File: src/rtl/fetch_queue_unit.sv
// Instruction-fetch front end: PC generation, predicted steering, and a queue of fetched entries.
// Latency: request in cycle t, data captured at the end of t+1, entry visible at the head in t+2.
// Backpressure: a new request issues only while queued entries plus the in-flight response fit in DEPTH.
//
// Ports:
//   clk, resetN          clock (rising edge) and asynchronous active-low reset
//   flush, flushPC       backend redirect; has priority over everything else
//   freeze               blocks new fetch issue only
//   imemReq, imemAddr    fetch request and address (address is the PC register; also drives BTB/PHT lookup)
//   imemData             instruction returned the cycle after imemReq
//   btbHit, btbTarget    BTB lookup result for imemAddr
//   phtState, ghrIndex   gshare counter and index for imemAddr
//   outValid, outReady   head-of-queue handshake towards decode
//   outInstr, outPC, outPredPC, outPredTaken, outGHRIndex, outPHTState   head entry contents
//   count                queue occupancy
module fetch_queue_unit #(
  parameter int              XLEN     = 32,
  parameter int              DEPTH    = 4,
  parameter int              INDEX    = 8,
  parameter logic [XLEN-1:0] RESET_PC = '0
) (
  input  logic                        clk,
  input  logic                        resetN,
  input  logic                        flush,
  input  logic [XLEN-1:0]             flushPC,
  input  logic                        freeze,
  output logic                        imemReq,
  output logic [XLEN-1:0]             imemAddr,
  input  logic [XLEN-1:0]             imemData,
  input  logic                        btbHit,
  input  logic [XLEN-1:0]             btbTarget,
  input  logic [1:0]                  phtState,
  input  logic [INDEX-1:0]            ghrIndex,
  output logic                        outValid,
  input  logic                        outReady,
  output logic [XLEN-1:0]             outInstr,
  output logic [XLEN-1:0]             outPC,
  output logic [XLEN-1:0]             outPredPC,
  output logic                        outPredTaken,
  output logic [INDEX-1:0]            outGHRIndex,
  output logic [1:0]                  outPHTState,
  output logic [$clog2(DEPTH):0]      count
);

  localparam int PW  = $clog2(DEPTH);
  localparam int CW  = PW + 1;
  localparam int CW1 = CW + 1;

  typedef struct packed {
    logic [XLEN-1:0]  instr;
    logic [XLEN-1:0]  pc;
    logic [XLEN-1:0]  pred_pc;
    logic             taken;
    logic [INDEX-1:0] ghr;
    logic [1:0]       pht;
  } entry_t;

  // Fetch PC
  logic [XLEN-1:0]  pc_q;

  // Response stage: metadata of the request whose data arrives this cycle
  logic             resp_valid;
  logic [XLEN-1:0]  resp_pc;
  logic [XLEN-1:0]  resp_pred_pc;
  logic             resp_taken;
  logic [INDEX-1:0] resp_ghr;
  logic [1:0]       resp_pht;

  // Queue
  entry_t           mem [DEPTH];
  logic [PW-1:0]    head;
  logic [PW-1:0]    tail;
  logic [CW-1:0]    count_q;

  // Datapath / control
  logic [CW:0]      credit_used;
  logic             issue;
  logic             pred_taken;
  logic [XLEN-1:0]  pred_pc;
  logic             enq;
  logic             deq;
  logic             head_valid;
  entry_t           wr_entry;
  entry_t           head_entry;

  // ---------------------------------------------------------------------------
  // Issue and prediction
  // ---------------------------------------------------------------------------

  // The in-flight response is counted against the queue so it always has a
  // free slot when its data returns; a dequeue in the same cycle gives no credit.
  assign credit_used = {1'b0, count_q} + {{CW{1'b0}}, resp_valid};
  assign issue       = !flush && !freeze && (credit_used < CW1'(DEPTH));

  assign pred_taken  = btbHit & phtState[1];
  assign pred_pc     = pred_taken ? btbTarget : (pc_q + XLEN'(4));

  assign imemReq     = issue;
  assign imemAddr    = pc_q;

  always_ff @(posedge clk or negedge resetN) begin
    if (!resetN) begin
      pc_q <= RESET_PC;
    end else if (flush) begin
      pc_q <= flushPC;
    end else if (issue) begin
      pc_q <= pred_pc;
    end
  end

  always_ff @(posedge clk or negedge resetN) begin
    if (!resetN) begin
      resp_valid   <= 1'b0;
      resp_pc      <= '0;
      resp_pred_pc <= '0;
      resp_taken   <= 1'b0;
      resp_ghr     <= '0;
      resp_pht     <= '0;
    end else begin
      // Clearing on flush squashes the response already on its way back.
      resp_valid <= issue;
      if (issue) begin
        resp_pc      <= pc_q;
        resp_pred_pc <= pred_pc;
        resp_taken   <= pred_taken;
        resp_ghr     <= ghrIndex;
        resp_pht     <= phtState;
      end
    end
  end

  // ---------------------------------------------------------------------------
  // Queue
  // ---------------------------------------------------------------------------

  assign head_valid = (count_q != '0);
  assign enq        = resp_valid && !flush;
  assign deq        = outValid && outReady;

  always_comb begin
    wr_entry         = '0;
    wr_entry.instr   = imemData;
    wr_entry.pc      = resp_pc;
    wr_entry.pred_pc = resp_pred_pc;
    wr_entry.taken   = resp_taken;
    wr_entry.ghr     = resp_ghr;
    wr_entry.pht     = resp_pht;
  end

  // Storage needs no reset: nothing is observable until count says so.
  always_ff @(posedge clk) begin
    if (enq) begin
      mem[tail] <= wr_entry;
    end
  end

  // Pointers wrap naturally because DEPTH is a power of two.
  always_ff @(posedge clk or negedge resetN) begin
    if (!resetN) begin
      head    <= '0;
      tail    <= '0;
      count_q <= '0;
    end else if (flush) begin
      head    <= '0;
      tail    <= '0;
      count_q <= '0;
    end else begin
      if (enq) begin
        tail <= tail + PW'(1);
      end
      if (deq) begin
        head <= head + PW'(1);
      end
      case ({enq, deq})
        2'b10:   count_q <= count_q + CW'(1);
        2'b01:   count_q <= count_q - CW'(1);
        default: count_q <= count_q;
      endcase
    end
  end

  // ---------------------------------------------------------------------------
  // Head outputs
  // ---------------------------------------------------------------------------

  assign head_entry   = mem[head];

  // A redirect hides the head so decode cannot take a stale entry.
  assign outValid     = head_valid && !flush;
  assign outInstr     = head_entry.instr;
  assign outPC        = head_entry.pc;
  assign outPredPC    = head_entry.pred_pc;
  assign outPredTaken = head_entry.taken;
  assign outGHRIndex  = head_entry.ghr;
  assign outPHTState  = head_entry.pht;
  assign count        = count_q;

endmodule

File: config.mk
export PLATFORM = sky130hd
export DESIGN_NAME = fetch_queue_unit
export DESIGN_NICKNAME = d
export VERILOG_FILES = /design/src/rtl/fetch_queue_unit.sv
export SDC_FILE = /design/constraint.sdc
export NUM_CORES = 1
export LEC_CHECK = 0
export CORE_MARGIN = 3
export CORE_UTILIZATION = 41
export CTS_CLUSTER_SIZE = 24
export DETAILED_ROUTE_END_ITERATION = 16
export PLACE_DENSITY = 0.65
export SETUP_SLACK_MARGIN = 0.02
export SLEW_MARGIN = 20
export SYNTH_ARGS = -nofsm -noshare
export SYNTH_HDL_FRONTEND = slang
export SYNTH_SLANG_ARGS = --single-unit
File: constraint.sdc
create_clock -name clk -period 6.6 [get_ports clk]
set_input_delay 1.32 -clock clk [delete_from_list [all_inputs] [get_ports clk]]
set_output_delay 1.32 -clock clk [all_outputs]
set_load 0.02 [all_outputs]
==> Word level (Yosys, flattened, before mapping) <==
Memory sizes are Yosys's and may differ from the RTL's.
Index checks and enable logic that the tools add are counted.
{ "totals": {"regBits": 115, "mem_bits_rw": 428, "input_bits": 112, "output_inout_bits": 144, "n_memories": 1} }
{ "mem_list": {"columns": ["memory", "depth", "word_bits", "read_ports", "rd_clocked_by_memory_dff", "wr", "line_no", "rtl"], "rows": [
  ["mem", 4, 107, 1, 0, 1, "70", "entry_t mem [DEPTH];"]
]} }
{ "classes": {"add_sub_neg": 6, "order_cmp": 1, "n_eq_ne": 2, "n_mux": 11, "bitwise_logic": 1, "reduce_logical": 12} }
{ "ops": {"columns": ["operator", "count"], "rows": [
  ["32-bit two-way mux", 3],
  ["32-bit by 3-bit adder with 32-bit output, second input constant", 1],
  ["2-bit two-way mux", 4],
  ["3-bit one-hot mux with 2 select lines", 1],
  ["2-bit nonzero test", 3],
  ["3-bit nonzero test", 2],
  ["1-bit logical AND", 5],
  ["2-bit by 1-bit adder with 2-bit output, second input constant", 2],
  ["3-bit by 1-bit adder with 4-bit output", 1],
  ["4-bit by 3-bit < comparator with 1-bit output, second input constant", 1],
  ["3-bit by 1-bit adder with 3-bit output, second input constant", 1],
  ["3-bit two-way mux", 1],
  ["3-bit by 1-bit subtractor with 3-bit output, second input constant", 1],
  ["2-bit by 1-bit == test with 1-bit output, second input constant", 1],
  ["2-bit == test, second input constant", 1],
  ["1-bit logical NOT", 2],
  ["1-bit two-way mux", 2],
  ["1-bit AND", 1]
]} }

==> Logic depth before layout (Yosys ltp) <==
{ "depth": {"word_depth": 6, "depth_mapped": 9, "mapped_depth_nobuf": 7} }

==> Worst setup path after synthesis <==
OpenSTA, ideal clock, no wires.
{ "synth_path": {"path_kind": "input-to-reg", "start": "in flush", "end": "mem mem[0][0] (netlist name), enable pin", "setup_time_ns": 0.479, "t_arrival_ns": 4.172, "required_ns": 6.121, "path_slack_ns": 1.950, "path_stages": 3, "n_path_buf": 1, "path_cell_list": "clkbuf_1 nor2b_1 and2_1"} }
{ "synth_via": {"elab_chain_len": 4} }
{ "synth_lines": {"columns": ["item", "line_no", "rtl"], "rows": [
  ["from (decl)", "24", "input logic flush,"],
  ["1-bit logical NOT", "137", "assign enq = resp_valid && !flush;"],
  ["1-bit logical AND", "137", null],
  ["1-bit two-way mux", "152", "if (enq) begin"],
  ["1-bit two-way mux (implied by the code)", "153", "mem[tail] <= wr_entry;"],
  ["to (decl)", "70", null]
]} }
No other way between the ends.

==> Worst setup path in the final report <==
{ "layout_path": {"start": "in flush", "end": "out imemReq"} }
{ "layout_via": {"elab_chain_len": 3} }
{ "layout_lines": {"columns": ["item", "line_no", "rtl"], "rows": [
  ["1-bit logical NOT", "93", "assign issue = !flush && !freeze && (credit_used < CW1'(DEPTH));"],
  ["1-bit logical AND (2 in a row)", "93", null],
  ["to (decl)", "27", "output logic imemReq,"]
]} }
No other way between the ends.

==> summary.md <==
| Metric | Value |
|---|---|
| Status | `completed` |
| Hold wc startpoint | `resp_pc[5]` |
| Tot GR Track Use | `0.1872` |
| Internal | `0.007171 W` |
| Sequential-to-total area share from yosys stat | `0.7519` |
| Yosys reg bits | `543` |
| Die X | `231.9 µm` |
| Clk pin slew, worst setup/hold paths | `60 ps` |
| CTS tree | `built` |
| Final Skew | `23.50 ps` |
| Synth cell types | `48` |
| Tmin final | `4663 ps` |
| Vias | `11639` |
| Most used DFF post-synth | `edfxtp_1` |
| ANT cells | `0` |
| Max Slew Vio Count | `0` |
| Critical Path AT | `3340 ps` |
| Drt wl/cell | `23.08 µm` |
| Overall Power | `0.009914 W` |
| Post-DR vias/cell | `5.366` |
| First-pass GRT wire length | `75.48 mm` |
| Hold_buf cts | `0` |
| DP Area | `24230 µm²` |
| Peak VDD IR | `0.2076 mV` |
| Async S/R FF share, synth | `0.2118` |
| Clock buffer depth | `3` |
| CP Capture Type | `primary output` |
| CTS buffer count | `56` |
| Switching share of total power | `0.2766` |
| Pin count of the biggest net entering global routing | `89` |
| Clock Root Buffer | `clkbuf_16` |
| Seq pwr share | `0.483` |
| Die area | `53770 µm²` |
| Fmax | `214.4 MHz` |
| IO Pins | `256` |
| Slew HR | `0.2999` |
| Mapped Nets | `1305` |
| Port Buffers | `255` |
| Initial Util | `0.4162` |
| CP max FO | `26` |
| Number of synthesized flops with an enable pin | `428` |
| Final Hold Vio Count | `0` |
| Met2 usage | `0.2924` |
| Busiest grt layer | `met2` |
| Post-cts resize count | `0` |
| RSZ-0062 raised after global routing | `false` |
| Final setup viols | `0` |
| Met3 Usage GRT | `0.04723` |
| Fill cells | `4086` |
| GPL Wtd Cong | `0.7906` |
| Clock Sinks | `543` |
| Worst flop-to-flop path startpoint | `count[2]` |
| Mapped Area | `20920 µm²` |
| NetSw | `0.002742 W` |
| Setup tns final | `0 ps` |
| Gate power share | `0.190` |
| Design area | `26150 µm²` |
| Total overflow reported by the global router | `0` |
| P per Cell Area | `379.1 nW/µm²` |
| Leak Pwr | `9.129 nW` |
| Site row count | `82` |
| Vias in the first global route | `11833` |
| Commonest non-fill, non-tap cell in the layout | `edfxtp_1` |
| Post-Place Cells | `2065` |
| Iter 0 DRT Violations | `958` |
| Most frequent cells in the layout | `edfxtp_1 (428), clkdlybuf4s50_1 (253), nand2_1 (200), dfrtp_1 (113), mux4_2 (107)` |
| CP required | `5280 ps` |
| Die Y-Extent | `231.9 µm` |
| Clock latency on the worst-skew pair | `600 ps` |
| Layout Cells excl Fill | `2169` |
| Yosys warns | `0` |
| 1st-pass router iterations | `6` |
| Core Util, Final | `0.5201` |
| CP Launch Point | `flush` |
| Antenna violations before repair | `1` |
| Crit Path Category | `input port to primary output` |
| Least-Margin Pin Slew | `1041 ps` |
| Clock power share | `0.326` |
| # Post-CTS Setup Buffers | `0` |
| Worst hold path class | `register to register` |
| Share of layout cells above drive strength 1 | `0.1523` |
| # DRC | `0` |
| Fin nets | `1569` |
| Startpoint Class | `input port` |
| Mean Syn Cell Area | `17.63 µm²` |
| Syn-to-layout area delta | `24.99%` |
| Number of standard cells after synthesis | `1187` |
| Post-detail-place hpwl | `31.29 mm` |
| GR Util met1 | `0.2646` |
| H-tree depth | `2` |
| Post-route ant nets | `0` |
| Total wire length | `50.06 mm` |
| Core ar. | `50270 µm²` |
| MaxCap Viol Count | `0` |
| Final Cycle Share | `0.7065` |
==> synthesized netlist by cell type (9+ instances only) <==
cell type / instances / share of area
mux4_2: 107 / 0.12
a21oi_1: 23 / 0.0055
a21o_1: 15 / 0.0054
nand3_1: 27 / 0.0065
buf_1: 17 / 0.0030
nor2_1: 37 / 0.0066
clkbuf_1: 40 / 0.0072
buf_2: 11 / 0.0026
o211ai_1: 9 / 0.0032
nor3b_1: 12 / 0.0043
nor3_1: 9 / 0.0022
dfrtp_1: 115 / 0.14
edfxtp_1: 428 / 0.61
nand2_1: 200 / 0.036
a211o_1: 14 / 0.0059
o21ai_0: 17 / 0.0041
xnor2_1: 17 / 0.0071
==> kinds of logic after synthesis <==
group	Yosys count	synth area share
flops	543	0.7519
simple gates	324	0.06818
mux	113	0.1181
compound gates	104	0.03415
buf+inv	73	0.01375
xor+xnor	24	0.01005
fa+ha+maj	6	0.003947
==> worst paths after layout <==
| path | to | slack [ps] | depth (start not counted) |
|---|---|---|---|
| setup / recovery | imemReq | 1940 | 5 |
| hold / removal | mem[3][48] | 510 | 0 |
| setup reg to reg | imemAddr[22] | 3560 | 7 |
| hold reg to reg | mem[3][48] | 510 | 0 |
| max in group asynchronous | resp_pred_pc[16] | 4680 | 2 |
| min in group asynchronous | imemAddr[6] | 760 | 1 |
==> power by group through the flow <==
| stage | Clock (W) | Sequential, W | Combinational (W) |
|---|---|---|---|
| floorplan | 0 | 0.00469 | 0.00109 |
| global placement | 0 | 0.00482 | 0.00190 |
| detailed placement | 0 | 0.00486 | 0.00192 |
| CTS | 0.00332 | 0.00480 | 0.00193 |
| global route | 0.00346 | 0.00486 | 0.00204 |
| finish | 0.00324 | 0.00479 | 0.00189 |
==> metal layers <==
metal | vias to the layer above | routed length [µm]
met2 | 432 | 23520
met3 | 68 | 3808
li1 | 5129 | -
met4 | 2 | 1119
met5 | - | 17
met1 | 6008 | 21590
==> per-stage QoR <==
stage / hold slack [ps] / setup slack [ps]
final: 513.6 / 1937
after global routing: 539.8 / 1860
after CTS: 514.5 / 1936
after detailed placement: 500.8 / 1940
after global placement: 488.4 / 1923
after floorplan: 475.8 / 1950
==> worst max-delay path, stage by stage <==
cell and delay, ps:
buf_2 210, or2_2 330, a311o_2 330, inv_2 430, clkdlybuf4s50_1 710
==> state kept, by name, summed over array words and instances (netlist names) <==
signal        flops
mem             428
imemAddr         32
resp_pc          32
resp_pred_pc     32
resp_ghr          8
count             3
head              2
resp_pht          2
tail              2
resp_taken        1
resp_valid        1
==> cell type report <==
class	instances	area [µm²]	share of cell area
flip-flops and latches	543	15740	0.6018
multi-input cells	571	4915	0.1880
repair buffers	274	2716	0.1039
clock buffers	80	1643	0.06283
well taps	672	840.8	0.03215
clock inverters	24	277.8	0.01062
inverters	5	18.77	0.0007177
(Power assumes the default switching activity.)
